[config.mk]
export PLATFORM = sky130hd
export DESIGN_NAME = component_pass_scheduler
export DESIGN_NICKNAME = d
export VERILOG_FILES = /design/src/rtl/component_pass_scheduler.sv
export SDC_FILE = /design/constraint.sdc
export NUM_CORES = 1
export LEC_CHECK = 0
export ABC_CLOCK_PERIOD_IN_PS = 3300
export BUFFER_PORTS_ARGS = -buffer_cell sky130_fd_sc_hd__buf_2
export CORE_MARGIN = 5
export CORE_UTILIZATION = 57
export DETAILED_ROUTE_END_ITERATION = 6
export MAX_ROUTING_LAYER = met4
export PLACE_DENSITY = 0.8
export SLEW_MARGIN = 20
export SYNTH_ARGS = -nofsm -noshare
export SYNTH_HDL_FRONTEND = slang
export SYNTH_SLANG_ARGS = --single-unit
[constraint.sdc]
create_clock -name clock -period 3.3 [get_ports clock]
set_clock_uncertainty 0.1 [all_clocks]
set_input_delay 0.33 -clock clock [delete_from_list [all_inputs] [get_ports clock]]
set_output_delay 0.33 -clock clock [all_outputs]
set_load 0.005 [all_outputs]
[src/rtl/component_pass_scheduler.sv]
// component_pass_scheduler: runs the Y, Cb and Cr passes of one slice through the shared component pipeline
// Ports:
//   clock, reset_n          clock and asynchronous active-low reset
//   slice_valid/ready       slice command handshake, slice_block_num = luma block count
//   comp_reset_n            held low for one LOAD cycle before each pass
//   comp_block_num/index    block count and component (0=Y,1=Cb,2=Cr) of the current pass
//   comp_flush_done         end-of-pass pulse from the AC VLC, only honoured in RUN
//   slice_done, busy        completion pulse and activity flag
//   timeout_err, err_clear  sticky pass-hang flag and its clear
module component_pass_scheduler #(
  parameter int CHROMA_SHIFT = 1,
  parameter int DRAIN_CYCLES = 8,
  parameter int DONE_TIMEOUT = 4096
) (
  input  logic        clock,
  input  logic        reset_n,
  input  logic        slice_valid,
  output logic        slice_ready,
  input  logic [31:0] slice_block_num,
  output logic        comp_reset_n,
  output logic [31:0] comp_block_num,
  output logic [1:0]  comp_index,
  input  logic        comp_flush_done,
  output logic        slice_done,
  output logic        busy,
  output logic        timeout_err,
  input  logic        err_clear
);
  typedef enum logic [2:0] {IDLE, LOAD, RUN, DRAIN, DONE} state_t;
  state_t      state_q, state_d;
  logic [31:0] blk_q, blk_d, cnt_q, cnt_d, comp_block_num_q, comp_block_num_d, chroma_blk;
  logic [1:0]  comp_index_q, comp_index_d;
  logic        slice_ready_q, slice_ready_d, comp_reset_n_q, comp_reset_n_d;
  logic        slice_done_q, slice_done_d, busy_q, busy_d, timeout_err_q, timeout_err_d;
  logic        accept, timeout_hit, drain_end;
  always_comb begin
    accept      = slice_valid & slice_ready_q;
    timeout_hit = state_q == RUN && !comp_flush_done && cnt_q == 32'(DONE_TIMEOUT - 1);
    drain_end   = state_q == DRAIN && cnt_q == 32'(DRAIN_CYCLES - 1);
    state_d     = state_q;
    case (state_q)
      IDLE:    state_d = accept ? (slice_block_num == '0 ? DONE : LOAD) : IDLE;
      LOAD:    state_d = RUN;
      RUN:     state_d = (comp_flush_done || timeout_hit) ? DRAIN : RUN;
      DRAIN:   state_d = drain_end ? (comp_index_q == 2'd2 ? DONE : LOAD) : DRAIN;
      DONE:    state_d = IDLE;
      default: state_d = IDLE;
    endcase
    // One counter serves both RUN and DRAIN; it restarts on every state change and saturates.
    cnt_d            = (state_d != state_q) ? '0 : (&cnt_q ? cnt_q : cnt_q + 32'd1);
    blk_d            = accept ? slice_block_num : blk_q;
    comp_index_d     = accept ? 2'd0 : (drain_end && comp_index_q != 2'd2 ? comp_index_q + 2'd1 : comp_index_q);
    chroma_blk       = blk_d >> CHROMA_SHIFT;
    // Block count is latched on entry to LOAD so it is stable from LOAD through DRAIN.
    comp_block_num_d = state_d != LOAD ? comp_block_num_q :
                       comp_index_d == 2'd0 ? blk_d : (chroma_blk == '0 ? 32'd1 : chroma_blk);
    slice_ready_d    = state_d == IDLE;
    comp_reset_n_d   = state_d == RUN || state_d == DRAIN;
    slice_done_d     = state_d == DONE;
    busy_d           = state_d != IDLE;
    timeout_err_d    = timeout_hit | (timeout_err_q & ~err_clear);
  end
  always_ff @(posedge clock or negedge reset_n) begin
    if (!reset_n) begin
      state_q          <= IDLE;
      blk_q            <= '0;
      cnt_q            <= '0;
      comp_block_num_q <= '0;
      comp_index_q     <= '0;
      slice_ready_q    <= 1'b0;
      comp_reset_n_q   <= 1'b0;
      slice_done_q     <= 1'b0;
      busy_q           <= 1'b0;
      timeout_err_q    <= 1'b0;
    end else begin
      state_q          <= state_d;
      blk_q            <= blk_d;
      cnt_q            <= cnt_d;
      comp_block_num_q <= comp_block_num_d;
      comp_index_q     <= comp_index_d;
      slice_ready_q    <= slice_ready_d;
      comp_reset_n_q   <= comp_reset_n_d;
      slice_done_q     <= slice_done_d;
      busy_q           <= busy_d;
      timeout_err_q    <= timeout_err_d;
    end
  end
  assign slice_ready    = slice_ready_q;
  assign comp_reset_n   = comp_reset_n_q;
  assign comp_block_num = comp_block_num_q;
  assign comp_index     = comp_index_q;
  assign slice_done     = slice_done_q;
  assign busy           = busy_q;
  assign timeout_err    = timeout_err_q;
endmodule

Word level (Yosys, flattened, before mapping)
Cells that the tools add are included.

storage, ports and cells
  bits of input ports = 37
  output and inout bits = 39
  bits in registers = 106
  word-level logic and storage cells = 56

operators by class
  eq/ne operators = 13
  mux-type cells = 13
  bitwise operators = 4
  $add $sub $neg = 2
  reductions and logical operators = 14

operator list
  operator                                                number
  two-way mux 32 bit                                      4
  zero test 32 bit                                        2
  adder 32 x 1 -> 32 bit (second input constant)          1
  equality test 32 x 12 -> 1 bit (second input constant)  1
  equality test 32 x 3 -> 1 bit (second input constant)   1
  AND reduction 32 bit                                    1
  two-way mux 31 bit                                      1
  equality test 3 x 2 -> 1 bit (second input constant)    4
  two-way mux 3 bit                                       4
  one-hot mux 3 bit (4 select lines)                      1
  zero test 3 bit                                         2
  logical AND 1 bit                                       4
  two-way mux 2 bit                                       2
  inequality test 2 bit (second input constant)           2
  equality test 3 x 1 -> 1 bit (second input constant)    1
  equality test 3 bit (second input constant)             1
  inequality test 3 x 1 -> 1 bit (second input constant)  1
  inequality test 3 bit                                   1
  nonzero test 3 bit                                      1
  adder 2 x 1 -> 2 bit (second input constant)            1
  AND 1 bit                                               2
  equality test 2 bit (second input constant)             1
  zero test 2 bit                                         1
  logical OR 1 bit                                        2
  4 further kinds                                         4

Longest topological paths before layout
Gate-level depths: netlist of run 1.

  depth in word-level cells = 8
  mapped depth = 9

Worst setup path after synthesis of run 1
Ideal clock, no wire load.

  path type = reg-to-reg
  start point = register cnt_q[26]
  end point = register comp_block_num_q[10], in the netlist comp_block_num[10]
  arrival time = 2.435 ns
  stages on the path, launching flop included = 9
  setup slack = 0.642 ns
  clock period less this slack = 2.658 ns
  cell sequence = dfrtp_1 > or4_4 > or4_4 > nor4_4 > a32oi_1 > o31ai_4 > buf_8 > mux2i_1 > o21ai_2

on the way
  word-level cells in the longest chain between the ends = 7
  elaborated cells on any way between the ends = 14
  those cells by class = eq/ne: 3; mux: 6; reduce/logical: 5

ends and longest elaborated chain
  what                                                                    line  source
  start: declaration                                                      31    logic [31:0] blk_q, blk_d, cnt_q, cnt_d, comp_block_num_q, comp_block_num_d, chroma_blk;
  start signal: assignment                                                78    cnt_q <= cnt_d;
  branches (longest 7 deep; another with equality test 32 x 12 -> 1 bit)  n/a
  end signal: assignment                                                  79    comp_block_num_q <= comp_block_num_d;
  end: declaration                                                        31

Several ways; the timed one is not identified.
A chain may end at the register's enable or synchronous reset.

Final worst setup path of run 1
  start point = register cnt_q[29]
  end point = register comp_block_num_q[20], in the netlist comp_block_num[20]

The elaborated chain is that of the path after synthesis.

==> results of run 1 <==
-- synthesized netlist by cell type (all sizes together) (2+ instances only) --
library cell and instances:
inv 40, nand3 10, nor4 26, nor2b 2, mux2i 64, and3 4, clkbuf 4, and4 2
nand2 54, nand4 17, o21ai 34, a31oi 4, or4 4, nor2 42, a21oi 6, buf 12
xor2 16, or3 4, or2 2, a31o 3, xnor2 13, o31ai 3, ha 2, dfrtp 106
nor3 9
-- cell type report --
| class | count | area [um2] | area share (%) |
|---|---|---|---|
| sequential | 106 | 2650 | 44.9 |
| clock buffer | 9 | 124 | 2.10 |
| timing repair buffer | 85 | 497 | 8.41 |
| inverter | 40 | 150 | 2.54 |
| clock inverter | 7 | 106 | 1.80 |
| multi-input combinational | 332 | 2240 | 37.9 |
| tap | 108 | 135 | 2.29 |
-- metrics by stage --
stage / cells / area (um2) / hold WS (ns) / setup WS, ns / utilization [%]
floorplan: 494 / 5150 / -0.0656 / 0.642 / -
global placement: 670 / 5660 / 0.358 / 0.395 / 64.6
detailed placement: 670 / 5660 / 0.364 / 0.273 / 64.6
CTS: 686 / 5890 / 0.0804 / 0.230 / 67.2
global route: 687 / 5910 / 0.0714 / 0.0363 / 67.4
finish: 687 / 5910 / 0.0970 / 0.248 / 67.4
-- critical path, cell delays in order (launching register included) --
cell	delay (ns)
dfrtp_1	0.45
or4_4	0.55
or4_4	0.44
nor4_4	0.32
a21oi_2	0.14
o211ai_4	0.56
buf_12	0.25
nand2_1	0.07
o21ai_1	0.08
-- logic make-up after synthesis --
logic type / Yosys count / synth area share, %
buffers and inverters: 56 / 4.96
AND/OR/NAND/NOR: 180 / 17.7
multiplexers: 65 / 12.7
XOR/XNOR: 29 / 4.94
AO/OA/AOI/OAI: 56 / 7.66
flip-flops: 106 / 51.5
adder cells (fa/ha/maj): 2 / 0.486
-- worst paths after layout --
| kind | start | endpoint | cells past startpoint |
|---|---|---|---|
| max | cnt_q[29] | comp_block_num[20] | 8 |
| min | slice_valid | comp_index[1] | 2 |
| max reg2reg | cnt_q[29] | comp_block_num[20] | 8 |
| min reg2reg | comp_block_num[25] | comp_block_num[25] | 2 |
| max in group asynchronous | reset_n | cnt_q[11] | 3 |
| min in group asynchronous | reset_n | comp_block_num[14] | 2 |
-- where the power goes --
part / leakage [uW] / internal [uW] / switching (uW)
clock: 0.000117 / 444 / 476
sequential: 0.00136 / 1700 / 274
combinational: 0.00164 / 763 / 1010
total: 0.00311 / 2910 / 1760
-- layer usage --
| metal | wire [um] | vias up | part of all wire [%] | global-route usage [%] |
|---|---|---|---|---|
| met5 | 0 | - | 0 | - |
| met4 | 267 | 0 | 2.4 | 7.58 |
| met3 | 461 | 22 | 4.2 | 4.13 |
| met2 | 5280 | 91 | 48 | 32.1 |
| met1 | 5040 | 1868 | 46 | 29.0 |
| li1 | - | 1889 | - | - |
-- cells in the final DEF (no fill, tap or decap), types with 11 or more instances in the layout --
cell type | Yosys | final
buf_2 | 9 | 74
dfrtp_1 | 106 | 106
inv_1 | 39 | 39
mux2i_1 | 64 | 64
nand2_1 | 54 | 53
nand4_1 | 17 | 17
nor2_1 | 42 | 42
nor4_1 | 25 | 25
o21ai_1 | 18 | 18
o21ai_2 | 11 | 11
xnor2_1 | 13 | 13
xor2_1 | 16 | 16
-- state kept, by name, summed over array words and instances (netlist names) --
| name | cells |
|---|---|
| blk_q | 32 |
| busy | 1 |
| cnt_q | 32 |
| comp_block_num | 32 |
| comp_index | 2 |
| comp_reset_n | 1 |
| slice_done | 1 |
| slice_ready | 1 |
| state_q | 3 |
| timeout_err | 1 |
==> metrics.md, run 1 <==
| Metric | Value |
|---|---|
| H-tree levels | 3 |
| Port bufs | 75 |
| Total gr overflow | 0 |
| Vias | 3870 |
| Antenna Cells | 0 |
| RSZ-0062 raised after global routing | false |
| Vias in the first global route | 3913 |
| Outcome | finished clean |
| Worst hold path type | primary input to register |
| Synth-to-Final Area Change | 14.8% |
| Slew Limit Headroom | 47.2% |
| PostCTS Resize Cnt | 0 |
| Final hold vios | 0 |
| CP startpoint kind | register |
| Drc violations | 0 |
| Power per cell area | 791 nW/um2 |
| Setup bufs post-CTS | 0 |
| Synthesized instance count | 494 |
| CP Capture Type | register |
| Fmax | 328 MHz |
| Die ar. | 11000 um2 |
| Area leader, netlist | dfrtp_1 |
| Clk root buf | clkbuf_8 |
| Reg2Reg Setup Slack | 0.25 ns |
| Post-synth top area share | 51.5% |
| Post-route ant nets | 0 |
| DPL Wire Length | 8.01 mm |
| Max VDD drop | 0.291 mV |
| Gpl congestion | 0.846 |
| Req. time, crit path | 3.49 ns |
| Slew Viols, Final | 0 |
| Crit Path Category | register to register |
| Clk_lat worst skew | 0.37 ns |
| CTS tree | yes |
| Largest net degree at the start of global routing | 90 |
| Antenna violations before repair | 0 |
| CTS Hold Bufs | 0 |
| CTS Buf Count | 9 |
| Clock Tree Buf Depth | 2 |
| Register area share after synthesis | 51.5% |
| Number of synthesized flops with an enable pin | 0 |
| Ys async rst share | 100% |
| Total power | 4670 uW |
| MaxCap Viol Count | 0 |
| Routed WL | 11.1 mm |
| Clock transition at the registers of the reported paths | 0.11 ns |
| Yosys cell types | 46 |
| Min cycle time layout | 3.05 ns |
| Initial drt markers | 230 |
| Initial Utilization | 58.7% |
| Synth Flop Type | dfrtp_1 |
| Initial DRT Pass Iterations | 4 |
| First-pass GRT wire length | 19.0 mm |
| Worst slew pin tran | 0.792 ns |
| Die H | 105 um |
| Final nets | 613 |
| Largest cells by area after synthesis | dfrtp_1, mux2i_1, nand2_1, nor2_1, nor4_1 |
| Wire length per cell | 16.1 um |
| Final Setup Violations | 0 |
| Syn Area/Cell | 10.4 um2 |
| Setup_tns | 0 ns |
| I/O Pins | 76 |
| Vias per inst | 5.63 |
| Final period util | 92.5% |
| Static leakage | 0.00311 uW |
| Crit path DAT | 3.24 ns |
| Core area | 8760 um2 |
| Syn nets | 533 |
| Clock Sinks | 106 |
| Layout cells sized above 1 | 21.8% |
| Rows | 34 |
| Largest fanout on the critical path | 28 |
| Die width | 105 um |
| Total GRT Usage | 21.3% |
| Ys Warns | 0 |
| Fillers | 680 |
| Synth Register Bits | 106 |
| Post-Synthesis Cell Area | 5150 um2 |
(Power assumes the default switching activity.)
==> run 2, diff against run 1 <==
==> constraint.sdc (replaced) <==
create_clock -name clock -period 3.3 [get_ports clock]
set_clock_uncertainty 0.1 [all_clocks]
set_input_delay 0.99 -clock clock [delete_from_list [all_inputs] [get_ports clock]]
set_output_delay 0.99 -clock clock [all_outputs]
set_load 0.005 [all_outputs]
==> metrics.md, run 2 (synthesized netlist as in run 1, its figures left out) <==
| Metric | Value |
|---|---|
| Outcome | finished clean (unchanged) |
| Vias in the first global route | 3846 (was 3913) |
| Gpl congestion | 0.885 (was 0.846) |
| Fmax | 333 MHz (was 328 MHz) |
| MaxCap Viol Count | 0 (unchanged) |
| Die H | 105 um (unchanged) |
| Post-route ant nets | 0 (unchanged) |
| Clock Tree Buf Depth | 2 (unchanged) |
| Layout cells sized above 1 | 21.6% (was 21.8%) |
| Routed WL | 11.0 mm (was 11.1 mm) |
| Crit Path Category | register to register (unchanged) |
| Min cycle time layout | 3.01 ns (was 3.05 ns) |
| CTS tree | yes (unchanged) |
| CTS Buf Count | 9 (unchanged) |
| Die ar. | 11000 um2 (unchanged) |
| Drc violations | 0 (unchanged) |
| Fillers | 674 (was 680) |
| I/O Pins | 76 (unchanged) |
| Final period util | 91.1% (was 92.5%) |
| Final WS setup | 0.294 ns (was 0.248 ns) |
| Setup bufs post-CTS | 0 (unchanged) |
| Initial drt markers | 174 (was 230) |
| Initial Utilization | 58.7% (unchanged) |
| Vias | 3865 (was 3870) |
| Non-Filler Instances | 686 (was 687) |
| Most frequent cells in the layout | dfrtp_1, buf_2, mux2i_1, nand2_1, nor2_1 (unchanged) |
| Commonest non-fill, non-tap cell in the layout | dfrtp_1 (unchanged) |
| Clock transition at the registers of the reported paths | 0.10 ns (was 0.11 ns) |
| Placed Cells incl. Taps | 670 (unchanged) |
| DPL Wire Length | 8.05 mm (was 8.01 mm) |
| CP Capture Type | register (unchanged) |
| Setup Slack @ Placement | 0.225 ns (was 0.273 ns) |
| Rows | 34 (unchanged) |
| Final Setup Violations | 0 (unchanged) |
| CP startpoint kind | register (unchanged) |
| RSZ-0062 raised after global routing | false (unchanged) |
| Total power | 4630 uW (was 4670 uW) |
| Wire length per cell | 16.0 um (was 16.1 um) |
| Static leakage | 0.00309 uW (was 0.00311 uW) |
| Clock Sinks | 106 (unchanged) |
| Crit path DAT | 3.15 ns (was 3.24 ns) |
| Antenna violations before repair | 0 (unchanged) |
| Port bufs | 75 (unchanged) |
| Min Hold Slack | 0.379 ns (was 0.0970 ns) |
| Clk root buf | clkbuf_8 (unchanged) |
| Total gr overflow | 0 (unchanged) |
| Clk_lat worst skew | 0.36 ns (was 0.37 ns) |
| Core area | 8760 um2 (unchanged) |
| First-pass GRT wire length | 19.3 mm (was 19.0 mm) |
| Slew Viols, Final | 0 (unchanged) |
| Vias per inst | 5.63 (about the same) |
| Worst slew pin tran | 0.999 ns (was 0.792 ns) |
| Slew Limit Headroom | 32.8% (was 47.2%) |
| Total GRT Usage | 21.8% (was 21.3%) |
| Largest fanout on the critical path | 8 (was 28) |
| Setup_tns | 0 ns (unchanged) |
| PostCTS Resize Cnt | 0 (unchanged) |
| Synth-to-Final Area Change | 14.2% (was 14.8%) |
| Max VDD drop | 0.402 mV (was 0.291 mV) |
| Power per cell area | 788 nW/um2 (was 791 nW/um2) |
| Initial DRT Pass Iterations | 4 (unchanged) |
| Die width | 105 um (unchanged) |
| Req. time, crit path | 3.44 ns (was 3.49 ns) |
| Antenna Cells | 0 (unchanged) |
| Largest net degree at the start of global routing | 65 (was 90) |
| Final nets | 612 (was 613) |
| Worst hold path type | register to register (was primary input to register) |
| CTS Hold Bufs | 0 (unchanged) |
| Final hold vios | 0 (unchanged) |
| H-tree levels | 3 (unchanged) |
## run 2: area by class of cell
type                            instances  area (um2)  share of cell area [%]
Inverter                               40         150                    2.55
Timing Repair Buffer                   84         483                    8.22
Sequential cell                       106        2650                    45.1
Multi-Input combinational cell        332        2240                    38.1
Tap cell                              108         135                    2.30
Clock inverter                          6        88.8                    1.51
Clock buffer                           10         128                    2.17
## run 2: power by group
group / total, uW / internal (uW) / switching, uW
combinational: 1790 / 769 / 1020
sequential: 1980 / 1700 / 271
clock: 870 / 429 / 440
## run 2: path summary, 6_finish.rpt
kind	cells past startpoint	end	slack, ns	startpoint
max	8	cnt_q[20]	0.29	cnt_q[0]
min	2	comp_block_num[8]	0.38	comp_block_num[8]
max reg2reg	8	cnt_q[20]	0.29	cnt_q[0]
min reg2reg	2	comp_block_num[8]	0.38	comp_block_num[8]
max in group asynchronous	2	blk_q[28]	1.96	reset_n
min in group asynchronous	1	comp_block_num[14]	0.47	reset_n
## run 2: layer usage
layer | routed length (um) | up-vias | GRT usage [%]
met2 | 5340 | 90 | 33.5
met5 | 0 | - | -
li1 | - | 1896 | -
met4 | 149 | 0 | 5.94
met1 | 4970 | 1865 | 29.8
met3 | 515 | 14 | 4.25
## run 2: through the flow
step | area [um2] | utilization [%]
after floorplan | 5150 | -
after CTS | 5880 | 67.1
after detailed placement | 5660 | 64.6
after global placement | 5660 | 64.6
final | 5880 | 67.1
after global routing | 5880 | 67.1
## run 2: critical path, stage by stage, from the launching register on
cell	delay [ns]
dfrtp_1	0.44
ha_1	0.27
nand4_1	0.15
nor4_1	0.83
nand3_1	0.45
nand2_1	0.33
nor3_1	0.10
xnor2_1	0.16
nor2_1	0.06
